**src/rtl/saber_pkg.sv**
```systemverilog
// Shared types and constants for the Saber vector-multiply sequencer.
// Strides are in memory words; ranks cover LightSaber through FireSaber.
package saber_pkg;

    typedef enum logic [2:0] {
        ST_IDLE,
        ST_CLR,
        ST_RUN,
        ST_RDOUT,
        ST_DONE
    } state_e;

    localparam int POL_STRIDE_PACKED = 52;
    localparam int POL_STRIDE_4X     = 64;
    localparam int SEC_STRIDE        = 16;
    localparam int POLY_WORDS        = 64;
    localparam int L_RANK_MIN        = 2;
    localparam int L_RANK_MAX        = 4;
    // row/col counters only ever reach L_RANK_MAX-1
    localparam int IDX_W             = $clog2(L_RANK_MAX);

endpackage

```
**src/rtl/vector_mul_seq_if.sv**
```systemverilog
// Control/data bundle between the sequencer, its host and the polynomial multiplier.
// master = host/multiplier side, slave = vector_mul_seq.
interface vector_mul_seq_if #(
    parameter int ADDR_W = 11
);
    logic              start;
    logic              mat_mode;
    logic              pol_load_coeff4x;
    logic              busy;
    logic              done;
    logic              mul_rst;
    logic              acc_clear;
    logic              result_read;
    logic              mul_done;
    logic              s_load_happens_now;
    logic [6:0]        pol_word_addr;
    logic [7:0]        s_word_addr;
    logic [ADDR_W-1:0] read_address;
    logic [63:0]       res_data;
    logic [63:0]       wr_data;
    logic              wr_en;
    logic [ADDR_W-1:0] wr_address;

    modport master (
        output start, mat_mode, pol_load_coeff4x, mul_done, s_load_happens_now,
               pol_word_addr, s_word_addr, res_data,
        input  busy, done, mul_rst, acc_clear, result_read, read_address,
               wr_data, wr_en, wr_address
    );

    modport slave (
        input  start, mat_mode, pol_load_coeff4x, mul_done, s_load_happens_now,
               pol_word_addr, s_word_addr, res_data,
        output busy, done, mul_rst, acc_clear, result_read, read_address,
               wr_data, wr_en, wr_address
    );

endinterface

```
**src/rtl/vms_addr_gen.sv**
```systemverilog
// Combinational address generation: operand read address and result write address.
// All sums wrap at ADDR_W bits.
module vms_addr_gen
    import saber_pkg::*;
#(
    parameter int L_RANK   = 3,
    parameter int ADDR_W   = 11,
    parameter int RES_BASE = 1024
) (
    input  logic             mat_mode,
    input  logic             coeff4x,
    input  logic [IDX_W-1:0] row,
    input  logic [IDX_W-1:0] col,
    input  logic [5:0]       wc,
    input  logic             wr_active,
    input  logic             s_load,
    input  logic [6:0]       pol_word_addr,
    input  logic [7:0]       s_word_addr,
    output logic [ADDR_W-1:0] read_address,
    output logic [ADDR_W-1:0] wr_address
);

    logic [ADDR_W-1:0] poly_idx;
    logic [ADDR_W-1:0] pol_base;
    logic [ADDR_W-1:0] sec_base;

    always_comb begin
        // matrix mode walks the L_RANK x L_RANK matrix row-major
        poly_idx = mat_mode ? ADDR_W'(row) * ADDR_W'(L_RANK) + ADDR_W'(col) : ADDR_W'(col);
        pol_base = poly_idx * (coeff4x ? ADDR_W'(POL_STRIDE_4X) : ADDR_W'(POL_STRIDE_PACKED));
        sec_base = ADDR_W'(col) * ADDR_W'(SEC_STRIDE);
        read_address = s_load ? sec_base + ADDR_W'(s_word_addr)
                              : pol_base + ADDR_W'(pol_word_addr);
        wr_address = wr_active
                   ? ADDR_W'(RES_BASE) + ADDR_W'(row) * ADDR_W'(POLY_WORDS) + ADDR_W'(wc)
                   : '0;
    end

endmodule

```
**src/rtl/vector_mul_seq.sv**
```systemverilog
// Sequencer for Saber inner-product / matrix-vector multiply: drives the multiplier
// through L_RANK products per output polynomial and streams each result out.
module vector_mul_seq
    import saber_pkg::*;
#(
    parameter int L_RANK   = 3,
    parameter int ADDR_W   = 11,
    parameter int RES_BASE = 1024
) (
    input  logic           clk,
    input  logic           rst,
    vector_mul_seq_if.slave bus
);

    if (L_RANK < L_RANK_MIN || L_RANK > L_RANK_MAX) begin : g_bad_rank
        $error("vector_mul_seq: L_RANK out of range");
    end

    state_e           state_q, state_d;
    logic [IDX_W-1:0] row_q, row_d, col_q, col_d;
    logic [5:0]       wc_q, wc_d;
    logic             mat_q, mat_d, c4x_q, c4x_d;

    always_ff @(posedge clk or posedge rst) begin
        if (rst) begin
            state_q <= ST_IDLE;
            row_q   <= '0;
            col_q   <= '0;
            wc_q    <= '0;
            mat_q   <= 1'b0;
            c4x_q   <= 1'b0;
        end else begin
            state_q <= state_d;
            row_q   <= row_d;
            col_q   <= col_d;
            wc_q    <= wc_d;
            mat_q   <= mat_d;
            c4x_q   <= c4x_d;
        end
    end

    always_comb begin
        state_d = state_q;
        row_d   = row_q;
        col_d   = col_q;
        wc_d    = wc_q;
        mat_d   = mat_q;
        c4x_d   = c4x_q;
        case (state_q)
            ST_IDLE: if (bus.start) begin
                mat_d   = bus.mat_mode;
                c4x_d   = bus.pol_load_coeff4x;
                row_d   = '0;
                col_d   = '0;
                state_d = ST_CLR;
            end
            ST_CLR: state_d = ST_RUN;
            ST_RUN: if (bus.mul_done) begin
                if (col_q < IDX_W'(L_RANK - 1)) begin
                    col_d   = col_q + 1'b1;
                    state_d = ST_CLR;
                end else begin
                    wc_d    = '0;
                    state_d = ST_RDOUT;
                end
            end
            ST_RDOUT: begin
                wc_d = wc_q + 1'b1;
                if (wc_q == 6'(POLY_WORDS - 1)) begin
                    if (mat_q && row_q < IDX_W'(L_RANK - 1)) begin
                        row_d   = row_q + 1'b1;
                        col_d   = '0;
                        state_d = ST_CLR;
                    end else begin
                        state_d = ST_DONE;
                    end
                end
            end
            ST_DONE: state_d = ST_IDLE;
            default: state_d = ST_IDLE;
        endcase
    end

    logic rd_active;

    always_comb begin
        bus.busy        = (state_q != ST_IDLE);
        bus.done        = (state_q == ST_DONE);
        bus.mul_rst     = (state_q == ST_CLR);
        // accumulator restarts only at the first product of each output polynomial
        bus.acc_clear   = (state_q == ST_CLR) && (col_q == '0);
        rd_active       = (state_q == ST_RDOUT);
        bus.result_read = rd_active;
        bus.wr_en       = rd_active;
    end

    assign bus.wr_data = bus.res_data;

    vms_addr_gen #(
        .L_RANK   (L_RANK),
        .ADDR_W   (ADDR_W),
        .RES_BASE (RES_BASE)
    ) u_addr_gen (
        .mat_mode      (mat_q),
        .coeff4x       (c4x_q),
        .row           (row_q),
        .col           (col_q),
        .wc            (wc_q),
        .wr_active     (rd_active),
        .s_load        (bus.s_load_happens_now),
        .pol_word_addr (bus.pol_word_addr),
        .s_word_addr   (bus.s_word_addr),
        .read_address  (bus.read_address),
        .wr_address    (bus.wr_address)
    );

endmodule

```
**src/flat_wrapper.sv**
```systemverilog
// flat-port wrapper written by rule: the top's interface ports become plain ports
module vector_mul_seq_flat import saber_pkg::*;
#(
    parameter int L_RANK   = 3,
    parameter int ADDR_W   = 11,
    parameter int RES_BASE = 1024
)
  (clk, rst, bus_start, bus_mat_mode, bus_pol_load_coeff4x, bus_mul_done, bus_s_load_happens_now, bus_pol_word_addr, bus_s_word_addr, bus_res_data, bus_busy, bus_done, bus_mul_rst, bus_acc_clear, bus_result_read, bus_read_address, bus_wr_data, bus_wr_en, bus_wr_address);
  vector_mul_seq_if #(.ADDR_W(ADDR_W)) bus_i ();
  input  logic clk;
  input  logic rst;
  input wire logic [$bits(bus_i.start)-1:0] bus_start;
  input wire logic [$bits(bus_i.mat_mode)-1:0] bus_mat_mode;
  input wire logic [$bits(bus_i.pol_load_coeff4x)-1:0] bus_pol_load_coeff4x;
  input wire logic [$bits(bus_i.mul_done)-1:0] bus_mul_done;
  input wire logic [$bits(bus_i.s_load_happens_now)-1:0] bus_s_load_happens_now;
  input wire logic [$bits(bus_i.pol_word_addr)-1:0] bus_pol_word_addr;
  input wire logic [$bits(bus_i.s_word_addr)-1:0] bus_s_word_addr;
  input wire logic [$bits(bus_i.res_data)-1:0] bus_res_data;
  output wire logic [$bits(bus_i.busy)-1:0] bus_busy;
  output wire logic [$bits(bus_i.done)-1:0] bus_done;
  output wire logic [$bits(bus_i.mul_rst)-1:0] bus_mul_rst;
  output wire logic [$bits(bus_i.acc_clear)-1:0] bus_acc_clear;
  output wire logic [$bits(bus_i.result_read)-1:0] bus_result_read;
  output wire logic [$bits(bus_i.read_address)-1:0] bus_read_address;
  output wire logic [$bits(bus_i.wr_data)-1:0] bus_wr_data;
  output wire logic [$bits(bus_i.wr_en)-1:0] bus_wr_en;
  output wire logic [$bits(bus_i.wr_address)-1:0] bus_wr_address;
  assign bus_i.start = bus_start;
  assign bus_i.mat_mode = bus_mat_mode;
  assign bus_i.pol_load_coeff4x = bus_pol_load_coeff4x;
  assign bus_i.mul_done = bus_mul_done;
  assign bus_i.s_load_happens_now = bus_s_load_happens_now;
  assign bus_i.pol_word_addr = bus_pol_word_addr;
  assign bus_i.s_word_addr = bus_s_word_addr;
  assign bus_i.res_data = bus_res_data;
  assign bus_busy = bus_i.busy;
  assign bus_done = bus_i.done;
  assign bus_mul_rst = bus_i.mul_rst;
  assign bus_acc_clear = bus_i.acc_clear;
  assign bus_result_read = bus_i.result_read;
  assign bus_read_address = bus_i.read_address;
  assign bus_wr_data = bus_i.wr_data;
  assign bus_wr_en = bus_i.wr_en;
  assign bus_wr_address = bus_i.wr_address;
  vector_mul_seq #(.L_RANK(L_RANK), .ADDR_W(ADDR_W), .RES_BASE(RES_BASE)) u_core (.clk(clk), .rst(rst), .bus(bus_i));
endmodule
```
**config.mk**
```make
export PLATFORM = sky130hd
export DESIGN_NAME = vector_mul_seq_flat
export DESIGN_NICKNAME = d
export VERILOG_FILES = /design/src/rtl/saber_pkg.sv /design/src/rtl/vector_mul_seq_if.sv /design/src/rtl/vms_addr_gen.sv /design/src/rtl/vector_mul_seq.sv /design/src/flat_wrapper.sv
export SDC_FILE = /design/constraint.sdc
export NUM_CORES = 1
export LEC_CHECK = 0
export BUFFER_PORTS_ARGS = -buffer_cell sky130_fd_sc_hd__buf_2
export CAP_MARGIN = 40
export CORE_ASPECT_RATIO = 1.4
export CORE_MARGIN = 2
export CORE_UTILIZATION = 41
export CTS_BUF_LIST = sky130_fd_sc_hd__clkbuf_4
export DETAILED_ROUTE_END_ITERATION = 10
export PLACE_DENSITY = 0.93
export SYNTH_ARGS = -nofsm -noshare
export SYNTH_HDL_FRONTEND = slang
export SYNTH_SLANG_ARGS = --single-unit
```
**constraint.sdc**
```tcl
create_clock -name clk -period 6.2 [get_ports clk]
set_input_delay 0.93 -clock clk [delete_from_list [all_inputs] [get_ports clk]]
set_output_delay 0.93 -clock clk [all_outputs]
set_load 0.005 [all_outputs]
```
### Word-level counts from Yosys, hierarchy flattened

Cells that the tools add are included.

* register bits: 15
* input port bits: 86
* output and inout bits: 92

* $add $sub $neg: 8
* $mul: 2
* order comparisons: 2
* equal/unequal tests: 11
* multiplexer cells: 22
* reduce and logical (&&, ||, !) cells: 13

Operators with widths (count)
* 2-to-1 mux 11 bit: 2
* 2-to-1 mux 2 bit: 8
* 2-to-1 mux 3 bit: 4
* 2-to-1 mux 6 bit: 2
* one-hot mux 3 bit (4 select lines): 1
* one-hot mux 6 bit (2 select lines): 1
* adder 11 x 6 -> 11 bit: 1
* adder 11 x 7 -> 11 bit: 1
* adder 11 x 8 -> 11 bit (first input constant): 1
* multiplier 5 x 7 -> 11 bit: 1
* adder 6 x 8 -> 9 bit: 1
* 2-to-1 mux 7 bit: 1
* adder 6 x 1 -> 6 bit (second input constant): 1
* equality test 3 x 2 -> 1 bit (second input constant): 2
* equality test 6 bit (second input constant): 1
* != test 2 x 1 -> 1 bit (second input constant): 3
* != test 2 bit (second input constant): 3
* one-hot mux 2 bit (3 select lines): 1
* AND reduction 3 bit: 2
* AND reduction 6 bit: 1
* nonzero test 3 bit: 2
* adder 4 x 2 -> 5 bit: 1
* 2-to-1 mux 5 bit: 1
* adder 2 x 1 -> 2 bit (second input constant): 2
* 11 further kinds: 14

### Depth between registers and ports, before layout

Gate-level depths: netlist of run 1.

* depth after elaboration: 6
* mapped depth: 16
* gate-level depth less buffers: 16

### By module

From an unflattened synthesis of run 1, not the netlist that was laid out.

* cells, all modules: 273
* area total of the unflattened synthesis: 2348.5 um^2

Modules (own cells, without submodules)
* vector_mul_seq: instances 1, cells each 154, area each 1331.3 um^2, seq. area each 375.4 um^2
* vms_addr_gen: instances 1, cells each 119, area each 1017.2 um^2, seq. area each 0.0 um^2

### Worst setup path after synthesis of run 1

Ideal clock, no wire load.

* path kind: reg-to-output
* from: register u_core.col_q[1]
* to: output port bus_read_address[9]
* arrival: 4.273 ns
* path slack: 0.997 ns
* cell stages (with the launch flop): 15
* path buffers: 0
* cell sequence: dfrtp_1 -> fa_1 -> ha_1 -> inv_1 -> fa_1 -> nor3_1 -> ha_1 -> ha_1 -> inv_1 -> fa_1 -> inv_1 -> ha_1 -> or3b_2 -> or4_1 -> nand3_1

* cells in the longest elaborated chain, start to end: 5

RTL lines
* start: declaration: line vector_mul_seq.sv:20 `logic [IDX_W-1:0] row_q, row_d, col_q, col_d;`
* start signal: assignment: line vector_mul_seq.sv:35 `col_q <= col_d;`
* adder 4 x 2 -> 5 bit: line vms_addr_gen.sv:29 `poly_idx = mat_mode ? ADDR_W'(row) * ADDR_W'(L_RANK) + ADDR_W'(col) : ADDR_W'(col);`
* 2-to-1 mux 5 bit *: line vms_addr_gen.sv:29
* multiplier 5 x 7 -> 11 bit *: line vms_addr_gen.sv:30 `pol_base = poly_idx * (coeff4x ? ADDR_W'(POL_STRIDE_4X) : ADDR_W'(POL_STRIDE_PACKED));`
* adder 11 x 7 -> 11 bit *: line vms_addr_gen.sv:33 `: pol_base + ADDR_W'(pol_word_addr);`
* 2-to-1 mux 11 bit *: line vms_addr_gen.sv:32 `read_address = s_load ? sec_base + ADDR_W'(s_word_addr)`
* end: declaration: line flat_wrapper.sv:25 `output wire logic [$bits(bus_i.read_address)-1:0] bus_read_address;`

Mark *: on every way between the ends. The rest lies on a longest branch, timed or not.

### Worst setup path after layout of run 1

Same ends and word-level chain as after synthesis.

==> flow_metrics.env, run 1 <==
export IMPL_outcome="completed"
export IMPL_post_cts_setup_buffers=0
export IMPL_cts_root_buf="clkbuf_4"
export IMPL_cts_made_buffers=3
export IMPL_grt_total_usage=0.170
export IMPL_insertion_delay_ns=0.30
export IMPL_p_sw_w=0.000317
export IMPL_grt_ovfl_total=0
export IMPL_slew_violations=0
export IMPL_fmax_mhz=171
export IMPL_period_needed_ns=5.85
export IMPL_max_slew_margin=0.599
export IMPL_htreeDepth=1
export IMPL_clkPwrFrac=0.092
export IMPL_hp_class="flip-flop to flip-flop"
export IMPL_die_w_um=66.9
export IMPL_max_vdd_ir_drop_uv=153
export IMPL_die_height_um=92.0
export IMPL_worstPathMaxFanout=7
export IMPL_fin_util=0.384
export IMPL_cts_repair_resize_count=0
export IMPL_clock_sinks=15
export IMPL_seq_power_share=0.268
export IMPL_critPathLaunch="u_core.col_q[1]"
export IMPL_cellPowerDensity_mw_per_mm2=318
export IMPL_drive_gt1_frac=0.251
export IMPL_ant_nets=0
export IMPL_drt_wirelength_per_cell_um=15.7
export IMPL_initial_utilization=0.417
export IMPL_fin_crit_sh=0.944
export IMPL_reg2reg_from="u_core.wc_q[0]"
export IMPL_wirelength_um=4930
export IMPL_vias_per_cell=5.28
export IMPL_register_area_sq_um=375
export IMPL_setup_viol=0
export IMPL_cts_tree="done"
export IMPL_grt_max_degree=21
export IMPL_die_area_sq_mm=0.00615
export IMPL_areaGrowthSynthToFinish_pct=-7.83
export IMPL_ys_warn_count=0
export IMPL_fin_nets=369
export IMPL_reg2regPathDepth=5
export IMPL_ios=178
export IMPL_layout_common_cells="buf_2 (48), inv_1 (29), ha_1 (26)"
export IMPL_dr_pass1_iters=4
export IMPL_crit_type="flip-flop to primary output"
export IMPL_p_sw_frac=0.478
export IMPL_synthCells=266
export IMPL_multiInputGateArea_sq_mm=0.00125
export IMPL_antenna_found_initial=0
export IMPL_grt_pass1_vias=1636
export IMPL_vias=1663
export IMPL_hp_start="u_core.row_q[1]"
export IMPL_final_common_cell="buf_2"
export IMPL_hold_viol_final=0
export IMPL_fillerInstances=567
export IMPL_synth_seq_cells=15
export IMPL_synthFlopType="dfrtp_1"
export IMPL_drc=0
export IMPL_io_buffer_count=47
export IMPL_p_leak_nw=1.09
export IMPL_rsz0062_at_grt="no"
export IMPL_antennaDiodeCount=0
export IMPL_routabilityCongestion=0.841
export IMPL_seq_area_frac_synth=0.165
export IMPL_dp_final_hpwl_um=4160
export IMPL_grt_pass1_wl_um=7950
export IMPL_worstSetupEndpointType="primary output"
export IMPL_whs_path_depth=1
export IMPL_fp_coreArea_sq_mm=0.00545
export IMPL_holdBufCountCts=0
export IMPL_required_ns=5.27
export IMPL_first_iter_violations=100
export IMPL_worstSetupStartpointType="flip-flop"
export IMPL_skew_ns=0.00432
export IMPL_syn_area_sq_mm=0.00227
export IMPL_ys_types=44
export IMPL_async_flop_share=1.00
export IMPL_cts_buffer_depth=2
export IMPL_worstMarginPinSlew_ns=0.601
export IMPL_synth_edf_count=0
export IMPL_path_clk_slew_ns=0.10
export IMPL_fp_row_count=32
export IMPL_cp_arrival_ns=4.92
export IMPL_fin_tns_setup_ns=0
export IMPL_comb_power_share=0.640
export IMPL_p_int_w=0.000347
export IMPL_maxCapViolCount=0
export IMPL_avgSynthCellArea_sq_um=8.53
[routing by layer]
metal  part of all wire  up-vias  track usage
met5                  0        -            0
met4              0.082        0        0.139
met3               0.13       46       0.0675
met2               0.46       55        0.273
met1               0.32      771        0.167
li1                   -      791            -
[stage by stage]
step / hold slack (ns) / setup WS, ns / cells / total power (W) / instance area, sq um
2_1_floorplan: 0.495 / 0.997 / 268 / 0.000523 / 2280
3_3_place_gp: 0.520 / 0.795 / 310 / 0.000587 / 2060
3_5_place_dp: 0.556 / 0.667 / 311 / 0.000613 / 2060
4_1_cts: 0.576 / 0.330 / 315 / 0.000673 / 2090
5_1_grt: 0.586 / 0.0731 / 315 / 0.000749 / 2090
6_report: 0.569 / 0.349 / 315 / 0.000664 / 2090
[cell type report]
type / instances / share of cell area
clock buffer: 3 / 0.0108
timing repair buffer: 48 / 0.115
clock inverter: 1 / 0.00239
multi-input combinational: 151 / 0.600
sequential: 15 / 0.180
tap: 68 / 0.0407
inverter: 29 / 0.0521
[synthesized netlist by cell type (all sizes together), types with 3 or more instances]
cell type  number  area (sq um)
a21oi           7          35.0
mux2            6          67.6
xnor2           4          35.0
nand2           7          26.3
nor4b           4          35.0
fa              9           180
mux2i           4          40.0
ha             26           325
nor3            5          25.0
nor2           12          45.0
nor2b           3          18.8
o21ai          15          75.1
buf            70           527
and2            8          50.1
a31oi           3          18.8
nand3           3          15.0
a211oi          3          22.5
clkbuf          3          11.3
inv            29           109
dfrtp          15           375
[worst max-delay path, stage by stage (launching register included)]
cell and delay, ns:
dfrtp_1 0.48, fa_1 0.57, ha_1 0.15, inv_1 0.06
fa_1 0.48, nor3_1 0.32, ha_1 0.30, ha_1 0.27
inv_1 0.05, fa_1 0.53, inv_1 0.04, ha_1 0.29
or3b_2 0.47, or4_1 0.42, nand3_1 0.09, buf_2 0.11
[cells by family after synthesis]
family / after synthesis / share of synthesized area
AND/OR/NAND/NOR: 61 / 0.159
other: 1 / 0.00165
multiplexers: 10 / 0.0474
XOR/XNOR: 4 / 0.0154
adder cells (fa/ha/maj): 35 / 0.223
buffers and inverters: 102 / 0.285
flip-flops: 15 / 0.165
AO/OA/AOI/OAI: 38 / 0.103
[state kept, by name (all words and copies together) (netlist names)]
signal          count
u_core.wc_q         6
u_core.state_q      3
u_core.col_q        2
u_core.row_q        2
u_core.c4x_q        1
u_core.mat_q        1
[power groups by stage]
stage | sequential [W] | combinational, W | clock, W
floorplan | 0.000154 | 0.000369 | 0
global placement | 0.000175 | 0.000412 | 0
detailed placement | 0.000180 | 0.000434 | 0
CTS | 0.000178 | 0.000435 | 0.0000603
global route | 0.000186 | 0.000496 | 0.0000675
finish | 0.000178 | 0.000425 | 0.0000609
[worst paths after layout]
check | slack, ns | end
worst min register to register | 0.57 | u_core.row_q[0]
worst min-delay path | 0.57 | u_core.row_q[0]
max in group asynchronous | 5.13 | u_core.col_q[1]
worst max register to register | 4.30 | u_core.col_q[0]
min in group asynchronous | 0.68 | u_core.wc_q[1]
worst max-delay path | 0.35 | bus_read_address[9]
Power figures use the tool's default switching activity.
==> run 2, diff against run 1 <==
Settings changed: PLACE_DENSITY 0.93 to 0.82.
==> run 2 against run 1 <==
Effect of this change: routed wire length down 10%; first-iteration DRC count grew 8.0%; global-route usage is 1.9 points lower; via count rose by 0.30%; clock-buffer cell count unchanged; critical path type unchanged; highest routed layer unchanged; worst hold slack got worse by 0.023 ns; die area did not move; maximum frequency down 0.47%.
==> flow_metrics.env, run 2 (synthesized netlist as in run 1, its figures left out) <==
export IMPL_hp_class="flip-flop to flip-flop"
export IMPL_areaGrowthSynthToFinish_pct=-7.83
export IMPL_final_common_cell="buf_2"
export IMPL_hp_start="u_core.wc_q[0]"
export IMPL_worstSetupEndpointType="primary output"
export IMPL_reg2regPathDepth=5
export IMPL_outcome="completed"
export IMPL_p_sw_w=0.000319
export IMPL_cts_root_buf="clkbuf_4"
export IMPL_grt_pass1_wl_um=7430
export IMPL_cp_cell_sequence="fa_1, ha_1, inv_1, fa_1, nor3_1, ha_1, ha_1, inv_1, fa_1, inv_1, ha_1, or3b_2, or4_1, nand3_1, buf_2"
export IMPL_cts_made_buffers=3
export IMPL_hold_slack_ns=0.546
export IMPL_worstSetupStartpointType="flip-flop"
export IMPL_vias_per_cell=5.30
export IMPL_regMostFlops="u_core.wc_q"
export IMPL_grt_max_degree=21
export IMPL_fin_util=0.384
export IMPL_die_area_sq_mm=0.00615
export IMPL_multiInputGateArea_sq_mm=0.00125
export IMPL_fp_row_count=32
export IMPL_cp_arrival_ns=4.95
export IMPL_reg_largest_list="u_core.wc_q (6), u_core.state_q (3)"
export IMPL_final_cells=315
export IMPL_worstMarginPinSlew_ns=0.577
export IMPL_die_height_um=92.0
export IMPL_ant_nets=0
export IMPL_crit_type="flip-flop to primary output"
export IMPL_rsz0062_at_grt="no"
export IMPL_register_area_sq_um=375
export IMPL_whs_path_depth=1
export IMPL_cts_tree="done"
export IMPL_r2r_end="u_core.col_q[0]"
export IMPL_cts_buffer_depth=2
export IMPL_slew_violations=0
export IMPL_drc=0
export IMPL_grt_total_usage=0.151
export IMPL_holdPathEnd="u_core.wc_q[0]"
export IMPL_fp_coreArea_sq_mm=0.00545
export IMPL_fin_nets=369
export IMPL_cp_buffers_inverters=4
export IMPL_p_sw_frac=0.478
export IMPL_grt_ovfl_total=0
export IMPL_p_leak_nw=1.09
export IMPL_clkPwrFrac=0.086
export IMPL_p_int_w=0.000349
export IMPL_drt_wirelength_per_cell_um=14.1
export IMPL_initial_utilization=0.417
export IMPL_clock_sinks=15
export IMPL_cts_repair_resize_count=0
export IMPL_path_clk_slew_ns=0.09
export IMPL_fin_tns_setup_ns=0
export IMPL_placed_cells=311
export IMPL_required_ns=5.27
export IMPL_largest_reg_flops=6
export IMPL_fmax_mhz=170
export IMPL_post_cts_setup_buffers=0
export IMPL_setup_viol=0
export IMPL_timing_final_ws_setup_ns=0.321
export IMPL_skew_ns=0.000512
export IMPL_routabilityCongestion=0.771
export IMPL_vias=1668
export IMPL_ios=178
export IMPL_max_slew_margin=0.615
export IMPL_comb_power_share=0.649
export IMPL_place_ws_ns=0.642
export IMPL_crit_top_cell="ha_1"
export IMPL_grt_pass1_vias=1665
export IMPL_layout_common_cells="buf_2 (48), inv_1 (29), ha_1 (26)"
export IMPL_htreeDepth=1
export IMPL_hold_viol_final=0
export IMPL_die_w_um=66.9
export IMPL_holdBufCountCts=0
export IMPL_fin_crit_sh=0.948
export IMPL_dr_pass1_iters=4
export IMPL_antennaDiodeCount=0
export IMPL_insertion_delay_ns=0.29
export IMPL_cellPowerDensity_mw_per_mm2=319
export IMPL_worst_path_max_delay_cell="fa_1"
export IMPL_fillerInstances=581
export IMPL_wirelength_um=4430
export IMPL_max_vdd_ir_drop_uv=157
export IMPL_drive_gt1_frac=0.251
export IMPL_r2r_setup_slack_ns=4.30
export IMPL_slowest_delay_ns=0.56
export IMPL_worstPathMaxFanout=7
export IMPL_io_buffer_count=47
export IMPL_antenna_found_initial=0
export IMPL_reg2reg_from="u_core.wc_q[0]"
export IMPL_dp_final_hpwl_um=3690
export IMPL_seq_power_share=0.265
export IMPL_period_needed_ns=5.88
export IMPL_first_iter_violations=108
export IMPL_cp_top_family="adder cells"
export IMPL_maxCapViolCount=0
[run 2: cell counts in the layout (fill, tap and decap cells not counted)]
Identical to the previous run, type by type.
[run 2: how the worst max path moves through the flow]
stage,end,start,depth (start not counted),slack [ns]
floorplan,bus_read_address[9],u_core.col_q[1],14,1.0
global placement,bus_read_address[9],u_core.col_q[1],15,0.78
detailed placement,bus_read_address[9],u_core.col_q[1],15,0.64
CTS,bus_read_address[9],u_core.col_q[1],15,0.31
global route,bus_read_address[9],u_core.col_q[1],15,0.06
finish,bus_read_address[9],u_core.col_q[1],15,0.32
[run 2: routing by layer]
metal / global-route usage / vias up / share of wire
met5: 0 / - / 0
met4: 0.0935 / 0 / 0.057
met3: 0.0196 / 40 / 0.066
met2: 0.268 / 59 / 0.52
met1: 0.164 / 772 / 0.36
li1: - / 797 / -
[run 2: stage by stage]
step	power (W)	cell area, sq um
3_3_place_gp	0.000588	2060
6_report	0.000668	2090
2_1_floorplan	0.000523	2280
5_1_grt	0.000747	2090
4_1_cts	0.000675	2090
3_5_place_dp	0.000616	2060
[run 2: cell type report]
cell class | count | area share
multi-input combinational | 151 | 0.600
clock inverter | 1 | 0.00239
tap | 68 | 0.0407
timing repair buffer | 48 | 0.115
inverter | 29 | 0.0521
sequential | 15 | 0.180
clock buffer | 3 | 0.0108
[run 2: worst reg2reg max path, stage by stage (launching register included)]
cell	delay, ns
dfrtp_1	0.41
ha_1	0.27
and4_4	0.28
a31oi_1	0.11
or4_1	0.46
mux2_2	0.28
[run 2: power groups by stage]
stage | registers [W] | logic (W) | clock network [W]
4_1_cts | 0.000177 | 0.000439 | 0.0000588
5_1_grt | 0.000183 | 0.000500 | 0.0000638
3_5_place_dp | 0.000179 | 0.000437 | 0
3_3_place_gp | 0.000176 | 0.000412 | 0
2_1_floorplan | 0.000154 | 0.000369 | 0
6_report | 0.000177 | 0.000433 | 0.0000576
